### src/rtl/psg_pkg.sv
// Shared definitions for the PSG register writer: byte field positions,
// channel numbers, the queued request record and the writer FSM states.
package psg_pkg;

    localparam int LATCH_FLAG_BIT = 7;
    localparam int CH_HI          = 6;
    localparam int CH_LO          = 5;
    localparam int ATTEN_BIT      = 4;
    localparam int LOW_NIB_HI     = 3;
    localparam int DATA_HI        = 5;

    localparam logic [1:0] CH_TONE1 = 2'd0;
    localparam logic [1:0] CH_TONE2 = 2'd1;
    localparam logic [1:0] CH_TONE3 = 2'd2;
    localparam logic [1:0] CH_NOISE = 2'd3;

    typedef struct packed {
        logic [1:0] ch;
        logic       atten;
        logic [9:0] value;
    } psg_req_t;

    typedef enum logic [2:0] {
        ST_IDLE  = 3'd0,
        ST_LATCH = 3'd1,
        ST_GAP1  = 3'd2,
        ST_DATA  = 3'd3,
        ST_GAP2  = 3'd4
    } psg_state_e;

    function automatic logic [7:0] latch_byte(input psg_req_t r);
        logic [7:0] b;
        b                       = '0;
        b[LATCH_FLAG_BIT]       = 1'b1;
        b[CH_HI:CH_LO]          = r.ch;
        b[ATTEN_BIT]            = r.atten;
        b[LOW_NIB_HI:0]         = r.value[3:0];
        return b;
    endfunction

    function automatic logic [7:0] data_byte(input psg_req_t r);
        logic [7:0] b;
        b             = '0;
        b[DATA_HI:0]  = r.value[9:4];
        return b;
    endfunction

    // Only tone-frequency writes carry a second (data) byte.
    function automatic logic is_tone_freq(input psg_req_t r);
        return !r.atten && (r.ch != CH_NOISE);
    endfunction

endpackage

### src/rtl/psg_wr_fifo.sv
// Synchronous request FIFO for the PSG writer; show-ahead read port,
// registered occupancy count with full/empty flags.
module psg_wr_fifo #(
    parameter int DEPTH = 4,
    parameter int WIDTH = 13
) (
    input  logic                     clk,
    input  logic                     reset_n,
    input  logic                     push,
    input  logic                     pop,
    input  logic [WIDTH-1:0]         wdata,
    output logic [WIDTH-1:0]         rdata,
    output logic                     full,
    output logic                     empty,
    output logic [$clog2(DEPTH):0]   count
);

    localparam int AW = $clog2(DEPTH);

    logic [WIDTH-1:0] mem [DEPTH];
    logic [AW-1:0]    wr_ptr;
    logic [AW-1:0]    rd_ptr;
    logic             push_ok;
    logic             pop_ok;

    assign full    = (count == (AW + 1)'(DEPTH));
    assign empty   = (count == '0);
    assign push_ok = push && !full;
    assign pop_ok  = pop && !empty;
    assign rdata   = mem[rd_ptr];

    always_ff @(posedge clk or negedge reset_n) begin
        if (!reset_n) begin
            wr_ptr <= '0;
            rd_ptr <= '0;
            count  <= '0;
        end else begin
            if (push_ok) wr_ptr <= wr_ptr + 1'b1;
            if (pop_ok)  rd_ptr <= rd_ptr + 1'b1;
            case ({push_ok, pop_ok})
                2'b10:   count <= count + 1'b1;
                2'b01:   count <= count - 1'b1;
                default: count <= count;
            endcase
        end
    end

    // Storage needs no reset: pointers and count define what is valid.
    always_ff @(posedge clk) begin
        if (push_ok) mem[wr_ptr] <= wdata;
    end

endmodule

### src/rtl/psg_writer.sv
// Serialises queued channel updates into PSG write-port bytes, spacing
// every wren pulse by a fixed number of idle clocks.
module psg_writer
    import psg_pkg::*;
#(
    parameter int GAP_CYCLES = 32,
    parameter int FIFO_DEPTH = 4
) (
    input  logic       clk,
    input  logic       reset_n,
    input  logic       req_valid,
    output logic       req_ready,
    input  logic [1:0] req_ch,
    input  logic       req_atten,
    input  logic [9:0] req_value,
    output logic [7:0] wrdata,
    output logic       wren,
    output logic       busy,
    output logic [2:0] state_dbg
);

    // The counter holds idle clocks still to come after the current one, so
    // a gap state expires exactly GAP_CYCLES clocks after the pulse ended.
    localparam logic [7:0] GAP_LOAD = (GAP_CYCLES == 0) ? 8'd0 : 8'(GAP_CYCLES - 1);

    psg_state_e state, state_n;
    logic [7:0] cnt, cnt_n;
    logic       wren_n;
    logic [7:0] wrdata_n;
    psg_req_t   cur, cur_n;
    psg_req_t   new_req;
    psg_req_t   fifo_rdata;
    logic       fifo_push;
    logic       fifo_pop;
    logic       fifo_full;
    logic       fifo_empty;
    logic       take_next;
    logic [$clog2(FIFO_DEPTH):0] fifo_count;

    // Handshake: a request transfers on a rising edge with req_valid and
    // req_ready both high; req_ready depends only on the registered count.
    assign req_ready = !fifo_full;
    assign fifo_push = req_valid && req_ready;
    assign new_req   = '{ch: req_ch, atten: req_atten, value: req_value};
    assign busy      = (fifo_count != '0) || (state != ST_IDLE);
    assign state_dbg = state;

    psg_wr_fifo #(
        .DEPTH (FIFO_DEPTH),
        .WIDTH ($bits(psg_req_t))
    ) u_fifo (
        .clk     (clk),
        .reset_n (reset_n),
        .push    (fifo_push),
        .pop     (fifo_pop),
        .wdata   (new_req),
        .rdata   (fifo_rdata),
        .full    (fifo_full),
        .empty   (fifo_empty),
        .count   (fifo_count)
    );

    always_ff @(posedge clk or negedge reset_n) begin
        if (!reset_n) begin
            state  <= ST_IDLE;
            cnt    <= '0;
            wren   <= 1'b0;
            wrdata <= 8'h00;
            cur    <= '0;
        end else begin
            state  <= state_n;
            cnt    <= cnt_n;
            wren   <= wren_n;
            wrdata <= wrdata_n;
            cur    <= cur_n;
        end
    end

    always_comb begin
        state_n   = state;
        cnt_n     = cnt;
        wren_n    = 1'b0;
        wrdata_n  = wrdata;
        cur_n     = cur;
        fifo_pop  = 1'b0;
        take_next = 1'b0;

        case (state)
            ST_IDLE:  take_next = 1'b1;
            ST_LATCH: begin
                cnt_n   = GAP_LOAD;
                state_n = ST_GAP1;
            end
            ST_GAP1: begin
                if (cnt == '0) begin
                    if (is_tone_freq(cur)) begin
                        wrdata_n = data_byte(cur);
                        wren_n   = 1'b1;
                        state_n  = ST_DATA;
                    end else begin
                        take_next = 1'b1;
                        state_n   = ST_IDLE;
                    end
                end else begin
                    cnt_n = cnt - 1'b1;
                end
            end
            ST_DATA: begin
                cnt_n   = GAP_LOAD;
                state_n = ST_GAP2;
            end
            ST_GAP2: begin
                if (cnt == '0) begin
                    take_next = 1'b1;
                    state_n   = ST_IDLE;
                end else begin
                    cnt_n = cnt - 1'b1;
                end
            end
            default: state_n = ST_IDLE;
        endcase

        // Expired gaps start the next queued request directly so continuous
        // work keeps the spacing exact instead of losing a clock in IDLE.
        if (take_next && !fifo_empty) begin
            fifo_pop = 1'b1;
            cur_n    = fifo_rdata;
            wrdata_n = latch_byte(fifo_rdata);
            wren_n   = 1'b1;
            state_n  = ST_LATCH;
        end
    end

endmodule

### config.mk
export PLATFORM = sky130hd
export DESIGN_NAME = psg_writer
export DESIGN_NICKNAME = d
export VERILOG_FILES = /design/src/rtl/psg_pkg.sv /design/src/rtl/psg_wr_fifo.sv /design/src/rtl/psg_writer.sv
export SDC_FILE = /design/constraint.sdc
export NUM_CORES = 1
export LEC_CHECK = 0
export ABC_AREA = 1
export CAP_MARGIN = 40
export CORE_MARGIN = 10
export CORE_UTILIZATION = 40
export CTS_CLUSTER_SIZE = 20
export DETAILED_ROUTE_END_ITERATION = 10
export MAX_ROUTING_LAYER = met4
export PLACE_DENSITY = 0.61
export SYNTH_ARGS = -nofsm -noshare
export SYNTH_HDL_FRONTEND = slang
export SYNTH_SLANG_ARGS = --single-unit
### constraint.sdc
create_clock -name clk -period 3.9 [get_ports clk]
set_input_delay 1.17 -clock clk [delete_from_list [all_inputs] [get_ports clk]]
set_output_delay 1.17 -clock clk [all_outputs]
set_load 0.01 [all_outputs]
# Word level (Yosys, flattened, before mapping)
# Memories as Yosys holds them, arrays and structs flattened.
# Index checks and enable logic that the tools add are counted.
# Widths: inputs -> output; s select.
# op_classes
reduce_logical,24
add_sub_neg,5
n_eq_ne,12
n_mux,23
# ops
op,n
$mux 8,5
$pmux 8 s2,1
$pmux 3 s5,1
$mux 1,10
$reduce_bool 2->1,5
$mux 3,3
$logic_not 8->1,1
$sub 8x1->8 const B,1
$eq 3x2->1 const B,2
$eq 3x3->1 const B,2
$logic_not 3->1,2
$ne 2x2->1 const B,3
$ne 3x3->1 const B,2
$pmux 3 s2,1
$reduce_and 3->1,2
$reduce_bool 3->1,2
$logic_and 1x1->1,5
$add 2x1->2 const B,2
$reduce_or 2->1,2
$add 3x1->3 const B,1
$eq 3x1->1 const B,1
$logic_not 1->1,3
$pmux 1 s3,1
$sub 3x1->3 const B,1
other kinds (5),5
# totals
register_bits,40
wordCells,75
mem_bits_rw,52
memories,1
input_bits,16
# mem_list
name,depth,word_bits,rd,rd_clocked_by_memory_dff,wr,line_no,source
u_fifo.mem,4,13,1,0,1,psg_wr_fifo.sv:20,logic [WIDTH-1:0] mem [DEPTH];

# Logic depth before layout (Yosys ltp)
# depth
word_depth,10
ltp_mapped,12
mapped_depth_nobuf,11

# Cells and area by module
# Synthesis repeated with hierarchy kept, for this count alone.
# unflattened
cells_unflattened,385
area_unflattened_um2,4035.1
# by_module_without_submodules
module,instances,seq_area_each_um2,area_per_inst_um2,cells_each
psg_wr_fifo,1,1736.7,2553.7,213
psg_writer,1,725.7,1481.4,172

# Least setup slack after synthesis
# Ideal clock, no wire load.
# synth_timing
kind,input -> register
start,in req_valid
end,reg u_fifo.count[2]
stages,6
setup_time_ns,0.124
t_arrival_ns,2.259
n_path_buf,0
slack_ns,1.517
t_required_ns,3.776
cell_sequence,nand2_1 > ha_1 > fa_1 > a21oi_1 > o21ai_0 > xnor2_1
# synth_via
elab_chain_cells,4
word_cells_on_any_way,6
# synth_lines
element,line_no,source
start: declaration,psg_writer.sv:11,"input logic req_valid,"
$logic_and 1x1->1 *,psg_writer.sv:43,assign fifo_push = req_valid && req_ready;
$logic_and 1x1->1 *,psg_wr_fifo.sv:28,assign push_ok = push && !full;
$eq 2x1->1 / $eq 2x2->1 (equally long branches),psg_wr_fifo.sv:40,"case ({push_ok, pop_ok})"
$pmux 3 s2 / $reduce_bool 2->1 (equally long branches),-,
end signal: assignment,psg_wr_fifo.sv:41,2'b10: count <= count + 1'b1;
end signal: assignment,psg_wr_fifo.sv:42,2'b01: count <= count - 1'b1;
end signal: assignment,psg_wr_fifo.sv:43,default: count <= count;
end: declaration,psg_wr_fifo.sv:15,output logic [$clog2(DEPTH):0] count
# Every way passes the cells marked *; elsewhere a longest branch is shown, timed or not.
# A chain may end at the register's enable or synchronous reset.

# Worst setup path in the final report
# layout_timing
start,reg u_fifo.count[2]
end,out busy
# layout_via
elab_chain_cells,2
# layout_lines
element,line_no,source
$reduce_bool 3->1,psg_writer.sv:45,assign busy = (fifo_count != '0) || (state != ST_IDLE);
$logic_or 1x1->1,psg_writer.sv:45,
end: declaration,psg_writer.sv:18,"output logic busy,"
# No other way between the ends.

==> metrics.md <==
| Metric | Value |
|---|---|
| Hold Vio Cnt, Final | 0 |
| Remaining DRCs | 0 |
| Vias post-DR | 2448 |
| Initial antenna violation count | 0 |
| GRT Util Overall | 0.116 |
| Grt total ovfl | 0 |
| Global-route wire length before repair | 12000 um |
| Worst relative slew slack | 0.655 |
| Number of routed nets with antenna violations | 0 |
| Fmax | 332 MHz |
| Primary FF master, synth | edfxtp_1 |
| Final period util | 0.771 |
| I/O pin total | 30 |
| Clock latency on the worst-skew pair | 0.36 ns |
| Power Total | between 0.003 and 0.004 W |
| Vias per cell | approximately 5 |
| Layout cells sized above 1 | 0.115 |
| Unrepaired setup endpoints after global routing | no |
| Setup crit end kind | output pin |
| Number of global-route vias before repair | approximately 2400 |
| Post-synth cell types | 32 |
| CTS tree | built |
| Startpoint Class | flip-flop |
| Largest net degree at the start of global routing | 37 |
| Core area | 0.00920 mm2 |
| H-tree depth | 3 |
| Cts bufs inserted | 9 |
| Dpl ws | between 0.8 and 0.9 ns |
| Clk Tree Root Cell | clkbuf_8 |
| Commonest non-fill, non-tap cell in the layout | nand2_1 |
| Area of the multi-input gates | 0.00114 mm2 |
| Die H | 117 um |
| Pwr dens | around 770 mW/mm2 |
| Final nets | ~390 |
| Worst Hold Class | reg -> reg |
| Initial Utilization | 0.410 |
| Fin Hold WS | 0.492 ns |
| Area leader, netlist | edfxtp_1 |
| Synth top area share | 0.414 |
| Asr flop ratio synth | 0.409 |
| TritonRoute pass-1 iters | 4 |
| Crit path DAT | 1.84 ns |
| Hold path endpoint | cur[5]$_DFFE_PN0N_ |
| Leak | 1.73 nW |
| Clock buffer depth | 2 |
| Reg2reg end | u_fifo.count[1]$_DFFE_PN0P_ |
| Hold path start | cur[5]$_DFFE_PN0N_ |
| Antenna Cells | 0 |
| Post-route minimum period | approximately 3 ns |
| Final Skew | between 0.01 and 0.015 ns |
| Total of max-cap violations | 0 |
| GP Congestion | 0.799 |
| Outcome | complete, no violations |
| Syn_nets | around 360 |
| Reg2Reg Launch Point | cnt[0]$_DFFE_PN0P_ |
| Slew Limit Fails | 0 |
| Slew at the pin closest to its max-slew limit | 0.518 ns |
| Setup TNS | 0 ns |
| Port-buffer cells | 29 |
| Highest fanout seen on the critical path | 3 |
| Critical path class | reg -> out |
| Final core area utilization | 0.473 |
| Cell Area, Synth | 0.00377 mm2 |
| Clk slew on worst S/H paths | 0.10 ns |
| Max rail drop VDD | 0.000363 V |
| R2R depth | 9 |
| Detailed Route Iter0 Violations | 169 |
| Final Setup Violations | 0 |
| Layout area overhead | 15.3% |
| # resized after CTS | 0 |
| Final setup margin | 0.892 ns |
| FILL cells | 863 |
| Die Footprint | about 0.014 mm2 |
| Hold Crit Depth | 2 |
| Synth warn | 0 |
| Sink Count | 88 |
| Reg-to-reg slack, setup | ~1.3 ns |
| Site Rows | 35 |
| Gate Count Post-Synth | 333 |
| Most frequent cells in the layout | nand2_1, edfxtp_1, nor2_1, dfrtp_1, o21ai_0 |
| Total area of sequential cells | about 0.0025 mm2 |
| Syn avg cell area | ~11 um2 |
| Post-DP HPWL | 4800 um |
| Register area share after synthesis | 0.653 |
| EDFF count, synth | 52 |
| Hold_buf cts | 0 |
| Routed wire length | 7330 um |
| CP required | 2.73 ns |
| Cells taking the most area after synthesis | edfxtp_1, dfrtp_1, nand2_1, o21ai_0, nor2_1 |
| Setup Buffers After CTS | 0 |
| WL per Instance | between 15 and 20 um |
| #FFs+latches synth | 88 |
| Die extent in x | between 100 and 150 um |
sequential cells by signal, indices dropped and copies added, names as in the netlist:
signal         cells
cnt                8
state_dbg          3
wren               1
cur                9
wrdata             8
u_fifo.mem        52
u_fifo.count       3
u_fifo.rd_ptr      2
u_fifo.wr_ptr      2
cells in the mapped netlist (5+ instances only):
cell and instances:
buf_6 5, edfxtp_1 52, dfrtp_1 36, ha_1 6
o21ai_0 33, nand2_1 53, nor2_1 43, nand3_1 25
o21ai_1 5, nand2_2 5, o22ai_1 13, inv_1 19
xor2_1 6
how the worst max path moves through the flow:
stage                                      startpoint                     endpoint  slack, ns  cells after the start
after CTS                 u_fifo.count[2]$_DFFE_PN0P_                         busy       0.86                      3
final                     u_fifo.count[2]$_DFFE_PN0P_                         busy       0.89                      3
after global routing      u_fifo.count[2]$_DFFE_PN0P_                         busy       0.77                      3
after floorplan                             req_valid  u_fifo.count[2]$_DFFE_PN0P_       1.52                      6
after global placement                      req_valid  u_fifo.count[2]$_DFFE_PN0P_       0.94                      7
after detailed placement                    req_valid  u_fifo.count[2]$_DFFE_PN0P_       0.89                      7
critical path: stages (launching register included):
cell and delay [ns]:
dfrtp_1 0.43, nor3_2 0.38, nand3_1 0.15, clkdlybuf4s50_1 0.51
logic make-up after synthesis:
| kind of cell | synth area share |
|---|---|
| fa+ha+maj | 0.0252 |
| compound gates | 0.0819 |
| flops | 0.653 |
| simple gates | 0.174 |
| xor+xnor | 0.0186 |
| buf+inv | 0.0448 |
| mux | 0.00298 |
per-layer routing:
metal | up-vias | track usage | part of all wire
met5 | - | - | 0
met2 | 49 | 0.175 | 0.47
li1 | 1211 | - | -
met4 | 0 | 0.0560 | 0.018
met1 | 1175 | 0.148 | 0.47
met3 | 13 | 0.0219 | 0.042
per-stage QoR:
stage               cells  cell area, um2
floorplan             333            3770
global placement      469            4170
detailed placement    469            4170
CTS                   485            4350
global route          485            4350
finish                485            4350
report_power, final:
group          total (W)  internal (W)  switching (W)
Sequential       0.00145       0.00128       0.000170
Clock           0.000592      0.000243       0.000349
Combinational    0.00133      0.000499       0.000832
cell type report:
type	instances	area share
clock buffers	9	0.0285
clock inverters	7	0.0135
inverters	22	0.0190
multi-input cells	212	0.263
flip-flops and latches	88	0.566
well taps	111	0.0319
repair buffers	36	0.0788
No activity file was read; power rests on OpenSTA's default activity.
==> RTL change: new RTL, config.mk and constraints unchanged <==
`FIFO_DEPTH`: 4 -> 8.
--- a/src/rtl/psg_writer.sv
+++ b/src/rtl/psg_writer.sv
@@ -5,5 +5,5 @@
 #(
     parameter int GAP_CYCLES = 32,
-    parameter int FIFO_DEPTH = 4
+    parameter int FIFO_DEPTH = 8
 ) (
     input  logic       clk,
Formal check against the unedited RTL: not equivalent (a bounded check fails within 10 cycles, from zero or initial values and one cycle with reset_n low).
==> RTL change against the original RTL <==
Wire length rose by 71%. Cell count rose by 61%. Die area rose by 49%. Final area rose by 64%. Combinational power rose by 47%. Setup slack got worse by 0.67 ns. Sequential cell count rose by 55. Total power rose by 68%. Area after synthesis rose by 60%.
==> RTL change: results (changes against the original RTL) <==
clk_buf instances 18 (+9); switching pwr 2059 uW (+52%); Post-Synth Adder-Cell Area 0.01574 (-0.009454); H-tree depth 4 (+1); grt met1 use 0.1570 (+0.008612); compound-gate portion of the synthesized area 0.07769 (-0.004209); Seq/Total Area, Yosys 0.6787 (+0.02616); Flop pwr share 0.381 (-0.049); EDFF count, synth 104 (+100%); Clock Latency Late Sink 0.42 ns (+0.06 ns); met2 usage 0.2119 (+0.03713); sequential share of cell area 0.5750 (+0.009196); maximum VDD drop 0.4470 mV (+23%); filler cell count 1277 (+48%); share of cells above drive strength 1 0.1002 (-0.01481); share of flip-flops with an asynchronous set or reset 0.2727 (-0.1364); CP peak stage delay 0.54 ns (+0.03 ns); RePlAce Congestion 0.7966 (-0.31%); clk sinks 143 (+63%); CTS root buffer clkbuf_16; XOR/XNOR Fraction of Synth Area 0.01305 (-0.005516); Initial DRT Pass Iterations 5 (+1); post-route insts no fill 783 (+61%); status complete, no violations; post-synthesis cell type count 33 (+3.1%); metal3 WL 764 um (+150%); multi-input gates 345 (+63%); Post-Syn Nets 571 (+60%); LEAKAGE 0.002857 uW (+65%); # placed instances 751 (+60%); vias in the first global route 3796 (+57%); nets 609 (+55%); multiplexer area fraction after synthesis 0.001865 (-0.001120); Hold Path Origin cur[7]; drt total wl 12530 um (+71%); Synth area leaders edfxtp_1 (52%), dfrtp_1 (16%), nand2_1 (8.0%); Initial DRC Count 204 (+21%); met1 wire length 5449 um (+58%); GR Util met3 0.03350 (+0.01158); reg2reg setup slack 0.94 ns (-0.40 ns); CP Max Fanout 26 (+23); worst-margin pin slew 0.6680 ns (+0.1498 ns); Vias 3877 (+58%)
RTL change: cell types whose count changed in the layout (fill, tap and decap cells not counted), moves of 4 or more:
| cell | delta |
|---|---|
| o21ai_1 | +4 |
| nand3_1 | +6 |
| nand2_1 | +76 |
| nor2_1 | +23 |
| inv_1 | +15 |
| o21ai_0 | +13 |
| o22ai_1 | +10 |
| clkbuf_8 | -9 |
| edfxtp_1 | +52 |
| clkbuf_16 | +17 |
RTL change: metrics by stage:
stage          instance area [um^2]    util  total power [uW]  hold WS (ns)
2_1_floorplan                  6040       -              3528        0.4437
3_3_place_gp                   6518  0.4451              4072        0.4637
3_5_place_dp                   6558  0.4478              4150        0.4674
4_1_cts                        7128  0.4868              5729        0.4813
5_1_grt                        7128  0.4868              6057        0.5105
6_report                       7128  0.4868              5654        0.4745
